[src/rtl/matrix_loader.sv]
// -----------------------------------------------------------------------------
// matrix_loader
//
// Producer side of the packed-matrix interface feeding the element-wise
// operation units. Matrix elements arrive from the HPS as WORD_W-bit words on
// a valid/ready stream. Each word carries WORD_W/ELEM_W element lanes. The
// words are packed row-major into two operands, first A and then B, for the
// active matrix size. Unused elements are zero-filled. Once both operands are
// complete they are held stable under mat_valid until the consumer
// acknowledges them.
//
// Ports
//   clk          in   1        single clock, rising edge
//   rst          in   1        synchronous, active-high reset
//   start        in   1        begin a new load (honoured only in IDLE)
//   matrix_size  in   2        00=2x2 01=3x3 10=4x4 11=5x5, latched on start
//   in_data      in   WORD_W   element word, lane k = bits [k*ELEM_W +: ELEM_W]
//   in_valid     in   1        in_data is valid
//   in_ready     out  1        loader accepts a word this cycle
//   matrix_A     out  ELEM_W*MAX_ELEM  element i at [i*ELEM_W +: ELEM_W]
//   matrix_B     out  ELEM_W*MAX_ELEM  same layout as matrix_A
//   mat_valid    out  1        A and B complete and stable
//   mat_ack      in   1        consumer has taken A and B
//   busy         out  1        loader is not idle
//   error        out  1        sticky: start seen while not idle
//
// State  | meaning
// IDLE   | waiting for start, operands keep their last values
// LOAD_A | accepting words into operand A
// LOAD_B | accepting words into operand B
// HOLD   | operands complete, mat_valid high until mat_ack
// -----------------------------------------------------------------------------
module matrix_loader #(
  parameter int ELEM_W   = 8,
  parameter int MAX_ELEM = 25,
  parameter int WORD_W   = 32
) (
  input  logic                         clk,
  input  logic                         rst,
  input  logic                         start,
  input  logic [1:0]                   matrix_size,
  input  logic [WORD_W-1:0]            in_data,
  input  logic                         in_valid,
  output logic                         in_ready,
  output logic [ELEM_W*MAX_ELEM-1:0]   matrix_A,
  output logic [ELEM_W*MAX_ELEM-1:0]   matrix_B,
  output logic                         mat_valid,
  input  logic                         mat_ack,
  output logic                         busy,
  output logic                         error
);

  localparam int LANES     = WORD_W / ELEM_W;
  localparam int MAX_WORDS = (MAX_ELEM + LANES - 1) / LANES;
  // Lane indices of the last word can run past MAX_ELEM-1, so the index
  // width must cover MAX_ELEM+LANES-1.
  localparam int IDX_W     = $clog2(MAX_ELEM + LANES);
  localparam int CNT_W     = $clog2(MAX_WORDS);

  typedef enum logic [1:0] {
    IDLE   = 2'd0,
    LOAD_A = 2'd1,
    LOAD_B = 2'd2,
    HOLD   = 2'd3
  } state_t;

  state_t             state;
  logic [1:0]         size_q;
  logic [CNT_W-1:0]   word_cnt;
  logic [ELEM_W-1:0]  elem_a [MAX_ELEM];
  logic [ELEM_W-1:0]  elem_b [MAX_ELEM];

  logic [IDX_W-1:0]   n_elem;
  logic [CNT_W-1:0]   last_word;
  logic [IDX_W-1:0]   lane_idx [LANES];
  logic               xfer;
  logic               word_done;

  // Element count and index of the final word for the latched size.
  always_comb begin
    n_elem    = IDX_W'(4);
    last_word = CNT_W'(0);
    case (size_q)
      2'b00: begin n_elem = IDX_W'(4);  last_word = CNT_W'(0); end
      2'b01: begin n_elem = IDX_W'(9);  last_word = CNT_W'(2); end
      2'b10: begin n_elem = IDX_W'(16); last_word = CNT_W'(3); end
      2'b11: begin n_elem = IDX_W'(25); last_word = CNT_W'(6); end
      default: begin n_elem = IDX_W'(4); last_word = CNT_W'(0); end
    endcase
  end

  // Destination element index of each lane of the current word.
  always_comb begin
    for (int k = 0; k < LANES; k++) begin
      lane_idx[k] = IDX_W'(word_cnt) * IDX_W'(LANES) + IDX_W'(k);
    end
  end

  assign xfer      = in_valid && in_ready;
  assign word_done = (word_cnt == last_word);

  always_ff @(posedge clk) begin
    if (rst) begin
      state     <= IDLE;
      size_q    <= 2'b00;
      word_cnt  <= '0;
      in_ready  <= 1'b0;
      mat_valid <= 1'b0;
      busy      <= 1'b0;
      error     <= 1'b0;
      for (int i = 0; i < MAX_ELEM; i++) begin
        elem_a[i] <= '0;
        elem_b[i] <= '0;
      end
    end else begin
      // A start outside IDLE never disturbs the load, it only flags it.
      if (start && (state != IDLE)) begin
        error <= 1'b1;
      end

      case (state)
        IDLE: begin
          if (start) begin
            size_q   <= matrix_size;
            word_cnt <= '0;
            error    <= 1'b0;
            in_ready <= 1'b1;
            busy     <= 1'b1;
            state    <= LOAD_A;
            for (int i = 0; i < MAX_ELEM; i++) begin
              elem_a[i] <= '0;
              elem_b[i] <= '0;
            end
          end
        end

        LOAD_A: begin
          if (xfer) begin
            // Lanes beyond the active element count are dropped so the
            // cleared padding stays zero.
            for (int k = 0; k < LANES; k++) begin
              if (lane_idx[k] < n_elem) begin
                elem_a[lane_idx[k]] <= in_data[k*ELEM_W +: ELEM_W];
              end
            end
            if (word_done) begin
              word_cnt <= '0;
              state    <= LOAD_B;
            end else begin
              word_cnt <= word_cnt + CNT_W'(1);
            end
          end
        end

        LOAD_B: begin
          if (xfer) begin
            for (int k = 0; k < LANES; k++) begin
              if (lane_idx[k] < n_elem) begin
                elem_b[lane_idx[k]] <= in_data[k*ELEM_W +: ELEM_W];
              end
            end
            if (word_done) begin
              word_cnt  <= '0;
              in_ready  <= 1'b0;
              mat_valid <= 1'b1;
              state     <= HOLD;
            end else begin
              word_cnt <= word_cnt + CNT_W'(1);
            end
          end
        end

        HOLD: begin
          if (mat_ack) begin
            mat_valid <= 1'b0;
            busy      <= 1'b0;
            state     <= IDLE;
          end
        end

        default: begin
          state     <= IDLE;
          in_ready  <= 1'b0;
          mat_valid <= 1'b0;
          busy      <= 1'b0;
        end
      endcase
    end
  end

  // Flatten the element arrays onto the packed operand buses.
  for (genvar g = 0; g < MAX_ELEM; g++) begin : g_pack
    assign matrix_A[g*ELEM_W +: ELEM_W] = elem_a[g];
    assign matrix_B[g*ELEM_W +: ELEM_W] = elem_b[g];
  end

endmodule

[config.mk]
export PLATFORM = sky130hd
export DESIGN_NAME = matrix_loader
export DESIGN_NICKNAME = d
export VERILOG_FILES = /design/src/rtl/matrix_loader.sv
export SDC_FILE = /design/constraint.sdc
export NUM_CORES = 1
export LEC_CHECK = 0
export CAP_MARGIN = 5
export CORE_MARGIN = 8
export CORE_UTILIZATION = 44
export CTS_CLUSTER_SIZE = 25
export DETAILED_ROUTE_END_ITERATION = 8
export PLACE_DENSITY = 0.75
export SETUP_SLACK_MARGIN = 0.1
export SLEW_MARGIN = 5
export SYNTH_ARGS = -nofsm -noshare
export SYNTH_HDL_FRONTEND = slang
export SYNTH_SLANG_ARGS = --single-unit
[constraint.sdc]
create_clock -name clk -period 3.8 [get_ports clk]
set_clock_uncertainty 0.15 [all_clocks]
set_input_delay 0.57 -clock clk [delete_from_list [all_inputs] [get_ports clk]]
set_output_delay 0.57 -clock clk [all_outputs]
set_load 0.01 [all_outputs]
==> Implementation_results.wiki <==
{| class="wikitable"
! Metric !! Value
|-
| Count of final max-slew check failures || 0
|-
| Top-count cell post-synth || and2_1
|-
| Synth Cell Area || about 16000 µm²
|-
| Worst setup EP type || flop
|-
| Fmax || about 0.32 GHz
|-
| # DRC || 0
|-
| Outcome || completed
|-
| Remaining max-slew budget at the tightest pin || 40.1%
|-
| First-pass GRT wire length || ~70000 µm
|-
| Placement row count || 70
|-
| Startpoint class of the critical path || flop
|-
| Uppermost routed layer || met4
|-
| Post CTS Setup Buffer Count || 0
|-
| Final critical path time including I/O delays and setup || slightly above 3 ns
|-
| Mapped Cells || between 1000 and 1500
|-
| Number of nets at the end of the flow || 1518
|-
| Worst hold slack after final layout || roughly 0.33 ns
|-
| Net Count, Synth || around 1100
|-
| Most frequent cells after synthesis || and2_1, edfxtp_1, clkbuf_1, nand2b_1, nor4_4
|-
| Maximum resistive drop on vdd || 0.343 mV
|-
| Total count of hold-check failures in the final report || 0
|-
| Clock latency of the later-clocked register in the worst-skew pair || roughly 0.54 ns
|-
| Clock slew at reported path FFs || 0.06 ns
|-
| Share of final-layout standard cells stronger than drive strength 1 || 8.22%
|-
| H-tree Lvls || 2
|-
| Clock Tree Buf Depth || 3
|-
| Arrival time of the worst setup path || between 3 and 4 ns
|-
| Clock tree root buffer cell || clkbuf_16
|-
| RSZ-0062 raised after global routing || no
|-
| Portion of the post-synthesis area used by sequential elements || 75.0%
|-
| Main synth FF type || edfxtp_1
|-
| Number of antenna violations at the first check in global routing || 0
|-
| Sinks on Clock Net || 411
|-
| Stage delay of the slowest cell on the critical path || roughly 0.64 ns
|-
| Leakage dissipation || roughly 0.0084 µW
|-
| Met3 WL || ~5400 µm
|-
| Clock tree from TritonCTS || done
|-
| Number of distinct library cell variants in the gate-level netlist after synthesis || 52
|-
| Max capacitance violation total || 0
|-
| Number of instances in the placed design || 1894
|-
| Register bit total from synthesis || between 400 and 500
|-
| Final GP Congestion || 0.832
|-
| Wire length on met1 || around 18000 µm
|-
| Total negative slack for setup checks || 0 ns
|-
| Synthesized area per cell || ~16 µm²
|-
| Worst-margin pin slew || between 0.8 and 0.9 ns
|-
| Final critical-path share of the clock period || between 80 and 90%
|-
| Number of enable flip-flop cells after synthesis || 400
|-
| Initial core utilization || between 40% and 50%
|-
| Maximum number of pins on one net before global-route repair || 25
|-
| Overall routed net length || 48900 µm
|-
| Worst R2R Setup Slack || between 0.7 and 0.8 ns
|-
| Number of primary I/O pins || 443
|-
| Amount of wire on met2 after detailed routing || 24400 µm
|-
| Overflow left after global routing || 0
|-
| Class of the most critical setup path || reg2reg
|-
| Detailed-router iteration count before antenna repair || 5
|-
| Total routing resource utilization after global routing || between 20% and 30%
|-
| Violation count after the first detailed-route iteration || ~700
|-
| Count of instances resized after the clock tree is built || 0
|-
| Placeable core area || 36500 µm²
|-
| Count of port buffers added during placement || 442
|-
| Height of the die || 208 µm
|-
| Antenna diode count || 0
|-
| Fraction of post-synthesis cell area in the top cell type by area || between 70% and 80%
|-
| Non-filler cells, final || roughly 2000
|-
| Total of warnings raised by yosys || 0
|-
| Areal power density over the cells || 556 nW/µm²
|-
| Vias per Instance || roughly 5
|-
| Wire length per cell after detailed routing || ~25 µm
|-
| Count of hold-fix buffers inserted at cts || 0
|-
| Antenna viol nets, final || 0
|-
| Area added between synthesis and finish || 37.9%
|-
| Fraction of registers with async set/reset || 0%
|-
| Total number of vias || approximately 9900
|-
| Highest fanout seen on the critical path || 15
|-
| Detailed-placement wirelength estimate || 35300 µm
|-
| Num CTS Buffers || 42
|-
| Number of global-route vias before repair || 10018
|-
| DIE AREA || between 40000 and 50000 µm²
|-
| Slowest library cell on the worst path || dfxtp_1
|-
| Worst endpoint required time || 3.85 ns
|-
| Cells along the critical path || ha_1 -> a21oi_4 -> nand2_4 -> nor4_4 -> nand2b_1
|-
| Cell types occupying the most area after synthesis || edfxtp_1, and2_1, nor4_4, dfxtp_1, clkbuf_1
|-
| Largest area contributor in the netlist || edfxtp_1
|-
| Count of final setup violators || 0
|-
| Die Span X || 208 µm
|-
| Hold WC Path Type || reg2reg
|}
critical path, delay by kind of cell, from the launching register on:
family / cells / cell delay [ns]
compound gates: 1 / 0.31
fa+ha+maj: 1 / 0.39
simple gates: 3 / 1.22
flops: 1 / 0.64
final timing paths:
check,endpoint,cells after the start,startpoint
worst max-delay path,elem_b[24][6],5,word_cnt[2]
worst min-delay path,busy,2,busy
worst max register to register,elem_b[24][6],5,word_cnt[2]
worst min register to register,busy,2,busy
registers in the layout (all words and copies together) (netlist names), named ones only:
signal     flops
busy           1
elem_a       200
mat_valid      1
in_ready       1
word_cnt       3
state          2
size_q         2
elem_b       200
cells in the final DEF, fill, tap and decap left out, types with 2 or more instances in the layout:
cell	netlist	routed
a21oi_1	8	7
a21oi_4	1	2
a31oi_1	2	2
and2_1	401	401
buf_4	3	23
bufinv_16	0	2
clkbuf_1	53	10
clkbuf_16	0	42
clkdlybuf4s50_1	0	442
clkinv_1	0	6
clkinv_2	0	6
dfxtp_1	11	11
edfxtp_1	400	400
ha_1	9	9
inv_1	7	7
inv_6	0	3
mux2i_1	2	2
nand2_1	12	12
nand2b_1	18	18
nand3_1	3	3
nand3b_1	5	5
nand4_1	4	4
nand4_4	2	2
nor2_1	6	6
nor2_2	8	8
nor2_4	2	2
nor2b_1	4	4
nor4_4	14	14
o211ai_1	3	3
o21a_1	3	3
o21ai_2	0	11
o31ai_1	2	2
final cells by class:
type | instances | area, µm²
multi-input cells | 542 | 3790
fillers | 2615 | 14000
clock buffers | 52 | 1090
repair buffers | 465 | 4600
well taps | 468 | 586
flip-flops and latches | 411 | 12200
inverters | 8 | 30.0
clock inverters | 19 | 163
per-stage QoR:
step	setup WS (ns)	area (µm²)	util, %	power [µW]
after floorplan	0.159	16300	-	7060
after global placement	0.665	21200	58.1	8740
after detailed placement	0.559	21200	58.1	8790
after CTS	0.725	22500	61.6	12600
after global routing	0.554	22500	61.6	12900
final	0.719	22500	61.6	12500
power breakdown:
part	internal [µW]	total (µW)	switching, µW	leakage [µW]
clock network	2170	3840	1670	0.000611
logic	1190	2660	1460	0.00333
registers	5760	6000	239	0.00442
cells by family (layout without fill, tap and decap cells):
group                    count (synthesis)  after routing  share of synthesized area [%]
buffers and inverters                   78            544                           2.14
AND/OR/NAND/NOR                        492            492                           20.4
AO/OA/AOI/OAI                           39             39                           1.64
adder cells (fa/ha/maj)                  9              9                          0.691
multiplexers                             2              2                          0.123
flip-flops                             411            411                           75.0
metal layers:
layer / track usage, % / vias to the layer above
met2: 37.9 / 510
met3: 8.61 / 73
met5: 0 / -
met1: 24.5 / 4795
li1: - / 4485
met4: 6.56 / 0
No activity file was read; power rests on OpenSTA's default activity.
